## config.mk

```make
export PLATFORM = sky130hd
export DESIGN_NAME = tiny_cpu
export DESIGN_NICKNAME = d
export VERILOG_FILES = /design/src/rtl/tiny_cpu_pkg.sv /design/src/rtl/tiny_cpu_rom.sv /design/src/rtl/tiny_cpu.sv
export SDC_FILE = /design/constraint.sdc
export NUM_CORES = 1
export LEC_CHECK = 0
export CAP_MARGIN = 15
export CORE_ASPECT_RATIO = 0.8
export CORE_MARGIN = 5
export CORE_UTILIZATION = 60
export CTS_BUF_LIST = sky130_fd_sc_hd__clkbuf_8
export CTS_CLUSTER_SIZE = 30
export DETAILED_ROUTE_END_ITERATION = 10
export GPL_TIMING_DRIVEN = 0
export HOLD_SLACK_MARGIN = 0.05
export PLACE_DENSITY = 0.84
export SYNTH_ARGS = -nofsm -noshare
export SYNTH_HDL_FRONTEND = slang
export SYNTH_SLANG_ARGS = --single-unit
export TNS_END_PERCENT = 20
```

## constraint.sdc

```tcl
create_clock -name clk -period 7.2 [get_ports clk]
set_clock_uncertainty 0.1 [all_clocks]
set_input_delay 1.08 -clock clk [delete_from_list [all_inputs] [get_ports clk]]
set_output_delay 1.08 -clock clk [all_outputs]
set_load 0.05 [all_outputs]
```

## src/rtl/tiny_cpu_pkg.sv

```systemverilog
// Shared constants for the tiny accumulator CPU: instruction field widths
// and the 4-bit opcode encoding.
package tiny_cpu_pkg;

  localparam int unsigned INSTR_W  = 8;
  localparam int unsigned OPCODE_W = 4;
  localparam int unsigned IMM_W    = 4;
  localparam int unsigned PC_W     = 4;
  localparam int unsigned DATA_W   = 8;

  typedef enum logic [OPCODE_W-1:0] {
    OP_NOP  = 4'h0,
    OP_LDI  = 4'h1,
    OP_ADDI = 4'h2,
    OP_SUBI = 4'h3,
    OP_AND  = 4'h4,
    OP_OR   = 4'h5,
    OP_XOR  = 4'h6,
    OP_LDIN = 4'h7,
    OP_OUT  = 4'h8,
    OP_JMP  = 4'h9,
    OP_JZ   = 4'hA,
    OP_JNZ  = 4'hB,
    OP_SHL  = 4'hC,
    OP_SHR  = 4'hD,
    OP_LDHI = 4'hE,
    OP_HALT = 4'hF
  } opcode_e;

  // Immediates are unsigned and always widened with zeros into the data path.
  function automatic logic [DATA_W-1:0] zext_imm(input logic [IMM_W-1:0] imm);
    return {{(DATA_W-IMM_W){1'b0}}, imm};
  endfunction

endpackage

```

## src/rtl/tiny_cpu_rom.sv

```systemverilog
// Hard-wired 16-word program store: counts 5 down to 0 on the output port,
// then emits the input port value plus one and halts.
module tiny_cpu_rom
  import tiny_cpu_pkg::*;
(
  input  logic [PC_W-1:0]    addr,
  output logic [INSTR_W-1:0] instr
);

  always_comb begin
    instr = 8'h00;
    case (addr)
      4'd0:    instr = 8'h15;
      4'd1:    instr = 8'h80;
      4'd2:    instr = 8'h31;
      4'd3:    instr = 8'hB1;
      4'd4:    instr = 8'h80;
      4'd5:    instr = 8'h70;
      4'd6:    instr = 8'h21;
      4'd7:    instr = 8'h80;
      4'd8:    instr = 8'hF0;
      default: instr = 8'h00;
    endcase
  end

endmodule

```

## src/rtl/tiny_cpu.sv

```systemverilog
// Single-cycle 8-bit accumulator CPU: fetches from the internal ROM and
// executes one instruction per rising clock edge until HALT.
module tiny_cpu
  import tiny_cpu_pkg::*;
(
  input  logic              clk,
  input  logic              rst_n,
  input  logic [DATA_W-1:0] ui_in,
  output logic [DATA_W-1:0] uo_out
);

  logic [PC_W-1:0]    pc_q, pc_d;
  logic [DATA_W-1:0]  acc_q, acc_d;
  logic [DATA_W-1:0]  out_q, out_d;
  logic               halt_q, halt_d;
  logic [INSTR_W-1:0] instr;
  logic [IMM_W-1:0]   imm;
  opcode_e            opcode;

  tiny_cpu_rom u_rom (
    .addr  (pc_q),
    .instr (instr)
  );

  assign opcode = opcode_e'(instr[INSTR_W-1 -: OPCODE_W]);
  assign imm    = instr[IMM_W-1:0];

  always_comb begin
    pc_d   = pc_q + 4'd1;
    acc_d  = acc_q;
    out_d  = out_q;
    halt_d = halt_q;
    if (halt_q) begin
      pc_d = pc_q;
    end else begin
      case (opcode)
        OP_NOP:  ;
        OP_LDI:  acc_d = zext_imm(imm);
        OP_ADDI: acc_d = acc_q + zext_imm(imm);
        OP_SUBI: acc_d = acc_q - zext_imm(imm);
        OP_AND:  acc_d = acc_q & ui_in;
        OP_OR:   acc_d = acc_q | ui_in;
        OP_XOR:  acc_d = acc_q ^ ui_in;
        OP_LDIN: acc_d = ui_in;
        OP_OUT:  out_d = acc_q;
        OP_JMP:  pc_d = imm;
        OP_JZ:   if (acc_q == 8'h00) pc_d = imm;
        OP_JNZ:  if (acc_q != 8'h00) pc_d = imm;
        OP_SHL:  acc_d = {acc_q[DATA_W-2:0], 1'b0};
        OP_SHR:  acc_d = {1'b0, acc_q[DATA_W-1:1]};
        OP_LDHI: acc_d = {imm, acc_q[3:0]};
        OP_HALT: begin
          halt_d = 1'b1;
          pc_d   = pc_q;
        end
        default: ;
      endcase
    end
  end

  always_ff @(posedge clk or negedge rst_n) begin
    if (!rst_n) begin
      pc_q   <= '0;
      acc_q  <= '0;
      out_q  <= '0;
      halt_q <= 1'b0;
    end else begin
      pc_q   <= pc_d;
      acc_q  <= acc_d;
      out_q  <= out_d;
      halt_q <= halt_d;
    end
  end

  assign uo_out = out_q;

endmodule

```

### Word level (Yosys, flattened, before mapping)

Memories as Yosys holds them, arrays and structs flattened.
Index checks and enable logic that the tools add are counted.

* add/subtract/negate cells: 3
* equal/unequal tests: 15
* muxes and demuxes: 6
* bitwise operators: 6
* reduce and logical (&&, ||, !) cells: 8

Operator list (number)
* 8-bit one-hot mux with 10 select lines: 1
* 4-bit equality test, second input constant: 8
* 4-bit by 3-bit equality test with 1-bit output, second input constant: 4
* 4-bit one-hot mux with 4 select lines: 1
* 10-bit nonzero test: 1
* 9-bit nonzero test: 1
* 8-bit by 4-bit adder with 8-bit output: 1
* 8-bit bitwise AND: 1
* 4-bit by 2-bit equality test with 1-bit output, second input constant: 2
* 8-bit zero test: 1
* 4-bit 2-to-1 mux: 2
* 8-bit OR: 1
* 8-bit nonzero test: 1
* 8-bit by 4-bit subtractor with 8-bit output: 1
* 8-bit XOR: 1
* 2-bit AND reduction: 3
* 4-bit by 1-bit adder with 4-bit output, second input constant: 1
* 4-bit by 1-bit equality test with 1-bit output, second input constant: 1
* 1-bit inverter: 3
* 3-bit AND reduction: 1
* 1-bit 2-to-1 mux: 2

* register bits after elaboration: 21
* memory bits (read-only): 96
* bits of input ports: 10
* word-level logic and storage cells: 44
* memories kept: 1

Memories
* (name not given): depth 16, width 6, read ports 1, clocked after Yosys merged registers in 0, write ports 0, line tiny_cpu_rom.sv:12 `case (addr)`

### Depth between registers and ports, before layout

An unclocked memory read counts as a cell.

* depth in word-level cells: 4
* mapped depth: 15

### Hierarchy

Synthesis repeated with hierarchy kept, for this count alone.

* cell total of the unflattened synthesis: 285
* area total of the unflattened synthesis: 2453.6 um^2

Modules (own cells, without submodules)
* tiny_cpu: times used 1, cells each 260, area an instance 2270.9 um^2, seq. area each 525.5 um^2
* tiny_cpu_rom: times used 1, cells each 25, area an instance 182.7 um^2, seq. area each 0.0 um^2

### Least setup slack after synthesis

Ideal clock, no wire load.

* path kind: flip-flop to flip-flop
* start point: register pc_q[0]
* end point: register acc_q[7]
* arrival time: 2.850 ns
* path slack: 4.125 ns
* stages on the path, launching flop included: 15
* path buffers: 0
* path through: dfrtp_1 > inv_1 > ha_1 > nor2b_1 > nor2b_1 > inv_1 > ha_1 > inv_1 > o31ai_1 > ha_1 > or4_1 > o22ai_1 > xnor2_1 > o21ai_0 > mux2_2

* word-level cells in the longest chain between the ends: 4
* elaborated cells on any way between the ends: 16
* classes of those cells: add/sub (2); eq/ne (10); mux (1); reduce/logical (2); memory (1)

Ends and longest elaborated chain
* start, declared: line tiny_cpu.sv:12 `logic [PC_W-1:0] pc_q, pc_d;`
* start signal, assigned: line tiny_cpu.sv:68 `pc_q <= pc_d;`
* memory read 16 x 6 bit *
* branches (longest 3 deep; another with 8-bit by 4-bit subtractor with 8-bit output)
* end signal, assigned: line tiny_cpu.sv:64 `acc_q <= '0;`
* end signal, assigned: line tiny_cpu.sv:69 `acc_q <= acc_d;`
* end, declared: line tiny_cpu.sv:13 `logic [DATA_W-1:0] acc_q, acc_d;`

Mark *: on every way between the ends.
A chain may end at the register's enable or synchronous reset.

### Final worst setup path

* start point: register pc_q[0]
* end point: register acc_q[6]

Same word-level chain as after synthesis.

==> impl_metrics.py <==
metrics = {
    "detailed_routing": {
        "ant_nets": 0,
        "drc": 0,
        "first_iter_violations": 90,
        "firstDrtPassIters": 4,
        "via_count": 1348,
        "routedWlPerCell_um": 17.1,
        "vias_per_cell": 6.13,
        "drt_wl_total_um": 3750,
    },
    "worst_setup_path": {
        "cp-start-kind": "flip-flop",
        "critPathKind": "reg2reg",
        "critPathMaxFanout": 6,
        "worstPathArrival_ns": 3.82,
        "end_kind": "flip-flop",
        "worstPathRequired_ns": 7.25,
    },
    "timing": {
        "slew_violations": 0,
        "max_slew_margin_pct": 37.6,
        "hold-worst-slack_ns": 0.408,
        "max_freq_mhz": 265,
        "layout_min_cycle_time_ns": 3.77,
        "finalCritPeriodShare_pct": 52.4,
        "finalHoldViolCount": 0,
        "rsz0062_at_grt": "false",
        "tightest_slew_ns": 0.933,
        "timing.final.ws_setup_ns": 3.43,
        "tns_ns": 0,
        "finalSetupViolCount": 0,
    },
    "cts": {
        "postCtsSetupRepairBufs": 0,
        "clk_path_buf_depth": 2,
        "htree_levels": 1,
        "insertion_delay_ns": 0.26,
        "root_buffer": "clkbuf_8",
        "cts_tree": "yes",
        "postCtsHoldBufs": 0,
        "cts_resized": 0,
        "numCtsBuffers": 3,
        "clk_pin_slew_ns": 0.08,
        "numClockSinks": 21,
    },
    "place": {
        "io_buffers": 17,
        "dpl.cell_count": 216,
        "dp_hpwl_um": 2950,
        "globalplace.congestion": 0.896,
        "dp_slack_ns": 3.53,
    },
    "global_routing": {
        "grt-busiest-layer": "met2",
        "grt_pass1_vias": 1335,
        "grt_max_degree": 22,
        "antenna_found_initial": 0,
        "grt_pass1_wl_um": 6070,
        "grt-ovfl-total": 0,
        "met3_usage_pct": 3.23,
        "gr-usage-met1_pct": 28.9,
        "met2_usage_pct": 32.6,
        "grt_usage_pct": 21.0,
    },
    "layout": {
        "layout_common_cells": "21 x dfrtp_1, 17 x clkdlybuf4s50_1, 13 x ha_1",
        "final_util_pct": 74.0,
        "area_growth_pct": 16.6,
        "fin_nets": 209,
        "antenna_cells": 0,
        "num-fill-cells": 196,
        "fin_cells": 220,
        "drive_gt1_share_pct": 12.0,
        "mostFrequentLayoutCell": "dfrtp_1",
    },
    "die": {
        "die_h_um": 55.8,
        "pin_count": 18,
        "fp.coreArea_sq_mm": 0.00248,
        "die_area_sq_mm": 0.00376,
        "initial_core_util_pct": 63.5,
        "die_w_um": 67.3,
        "row_count": 16,
    },
    "synthesis": {
        "ys_ff_latch": 21,
        "synth_edf_count": 0,
        "syn-cell-area_sq_mm": 0.00158,
        "syn_avg_cell_area_sq_um": 9.67,
        "synth_fp_nets": 187,
        "syn_inst": 163,
        "synthDistinctLibCells": 44,
        "synth_warnings": 0,
        "yosysSeqAreaShare_pct": 33.3,
        "synth_flop_cell": "dfrtp_1",
        "synthArstFlopShare_pct": 100,
    },
    "flow_run": {
        "cap_viol_max_count": 0,
    },
    "power_and_ir_drop": {
        "max-vdd-ir-drop_mv": 0.0779,
        "power.density_mw_per_mm2": 145,
        "leakagePower_uw": 0.000752,
    },
    "run_status": {
        "outcome": "finished, final reports clean",
    },
    "min_path": {
        "hold_class": "reg2reg",
    },
}
## layer usage
metal | wire (um) | up-vias
li1 | - | 633
met1 | 1710 | 650
met2 | 1770 | 57
met3 | 194 | 8
met4 | 75 | 0
met5 | 0 | -
## where the power goes
group	switching (uW)	internal (uW)	total, uW
logic	31.7	25.4	57.1
clock network	39.8	38.6	78.5
registers	7.20	125	132
total	78.7	189	267
## metrics by stage
step | power (uW) | instance area [sq um]
2_1_floorplan | 169 | 1580
5_1_grt | 278 | 1840
4_1_cts | 268 | 1840
6_report | 267 | 1840
3_3_place_gp | 187 | 1790
3_5_place_dp | 191 | 1790
## final timing paths
path | startpoint | depth (start not counted) | slack [ns] | to
worst max-delay path | pc_q[0]$_DFFE_PN0P_ | 14 | 3.43 | acc_q[6]$_DFFE_PN0P_
worst min-delay path | uo_out[1]$_DFFE_PN0P_ | 1 | 0.41 | uo_out[1]$_DFFE_PN0P_
worst max register to register | pc_q[0]$_DFFE_PN0P_ | 14 | 3.43 | acc_q[6]$_DFFE_PN0P_
worst min register to register | uo_out[1]$_DFFE_PN0P_ | 1 | 0.41 | uo_out[1]$_DFFE_PN0P_
max in group asynchronous | rst_n | 1 | 5.20 | pc_q[0]$_DFFE_PN0P_
min in group asynchronous | rst_n | 1 | 1.23 | uo_out[6]$_DFFE_PN0P_
## cell usage after synthesis (2+ instances only)
library cell   n  area share, %
a21oi_1       10            3.2
mux2i_1        9            5.7
nor3_1         6            1.9
mux2_2        10            7.1
nand2b_1       5            2.0
nor2b_1        2           0.79
o21bai_1       2           0.95
buf_2          2           0.63
a211oi_1       4            1.9
or4_1          4            1.9
o21a_1         3            1.4
o22ai_1        8            3.2
o21ai_0        8            2.5
nand2_1        6            1.4
nor2_1         8            1.9
inv_1         11            2.6
ha_1          13             10
dfrtp_1       21             33
xor2_1         3            1.7
xnor2_1        4            2.2
## cells by family after synthesis
kind of cell	after synthesis	synth area share, %
buffers and inverters	16	4.68
adder cells (fa/ha/maj)	14	11.6
AO/OA/AOI/OAI	45	18.6
multiplexers	20	13.8
flip-flops	21	33.3
AND/OR/NAND/NOR	40	14.1
XOR/XNOR	7	3.89
## layout make-up
type                            count  area [sq um]  area share, %
Timing Repair Buffer               17           170           9.26
Buffer                              5          32.5           1.77
Clock buffer                        3          41.3           2.25
Sequential cell                    21           526           28.6
Inverter                           11          41.3           2.25
Multi-Input combinational cell    126           977           53.2
Clock inverter                      1          5.00          0.272
Tap cell                           36          45.0           2.45
## worst max-delay path: stages (launching register included)
cell and delay [ns]:
dfrtp_1 0.46, inv_1 0.19, ha_1 0.23, nor2b_1 0.22, nor2b_1 0.29, inv_1 0.12, ha_1 0.29, mux2i_1 0.17
ha_1 0.32, a211oi_1 0.34, o21bai_1 0.12, a21oi_1 0.23, xor2_1 0.18, o22ai_1 0.10, mux2_4 0.28
## state kept, by name, indices dropped and copies added, names as in the netlist
signal  cells
halt_q      1
uo_out      8
acc_q       8
pc_q        4
Note: power is estimated with default switching activity, not from simulation.
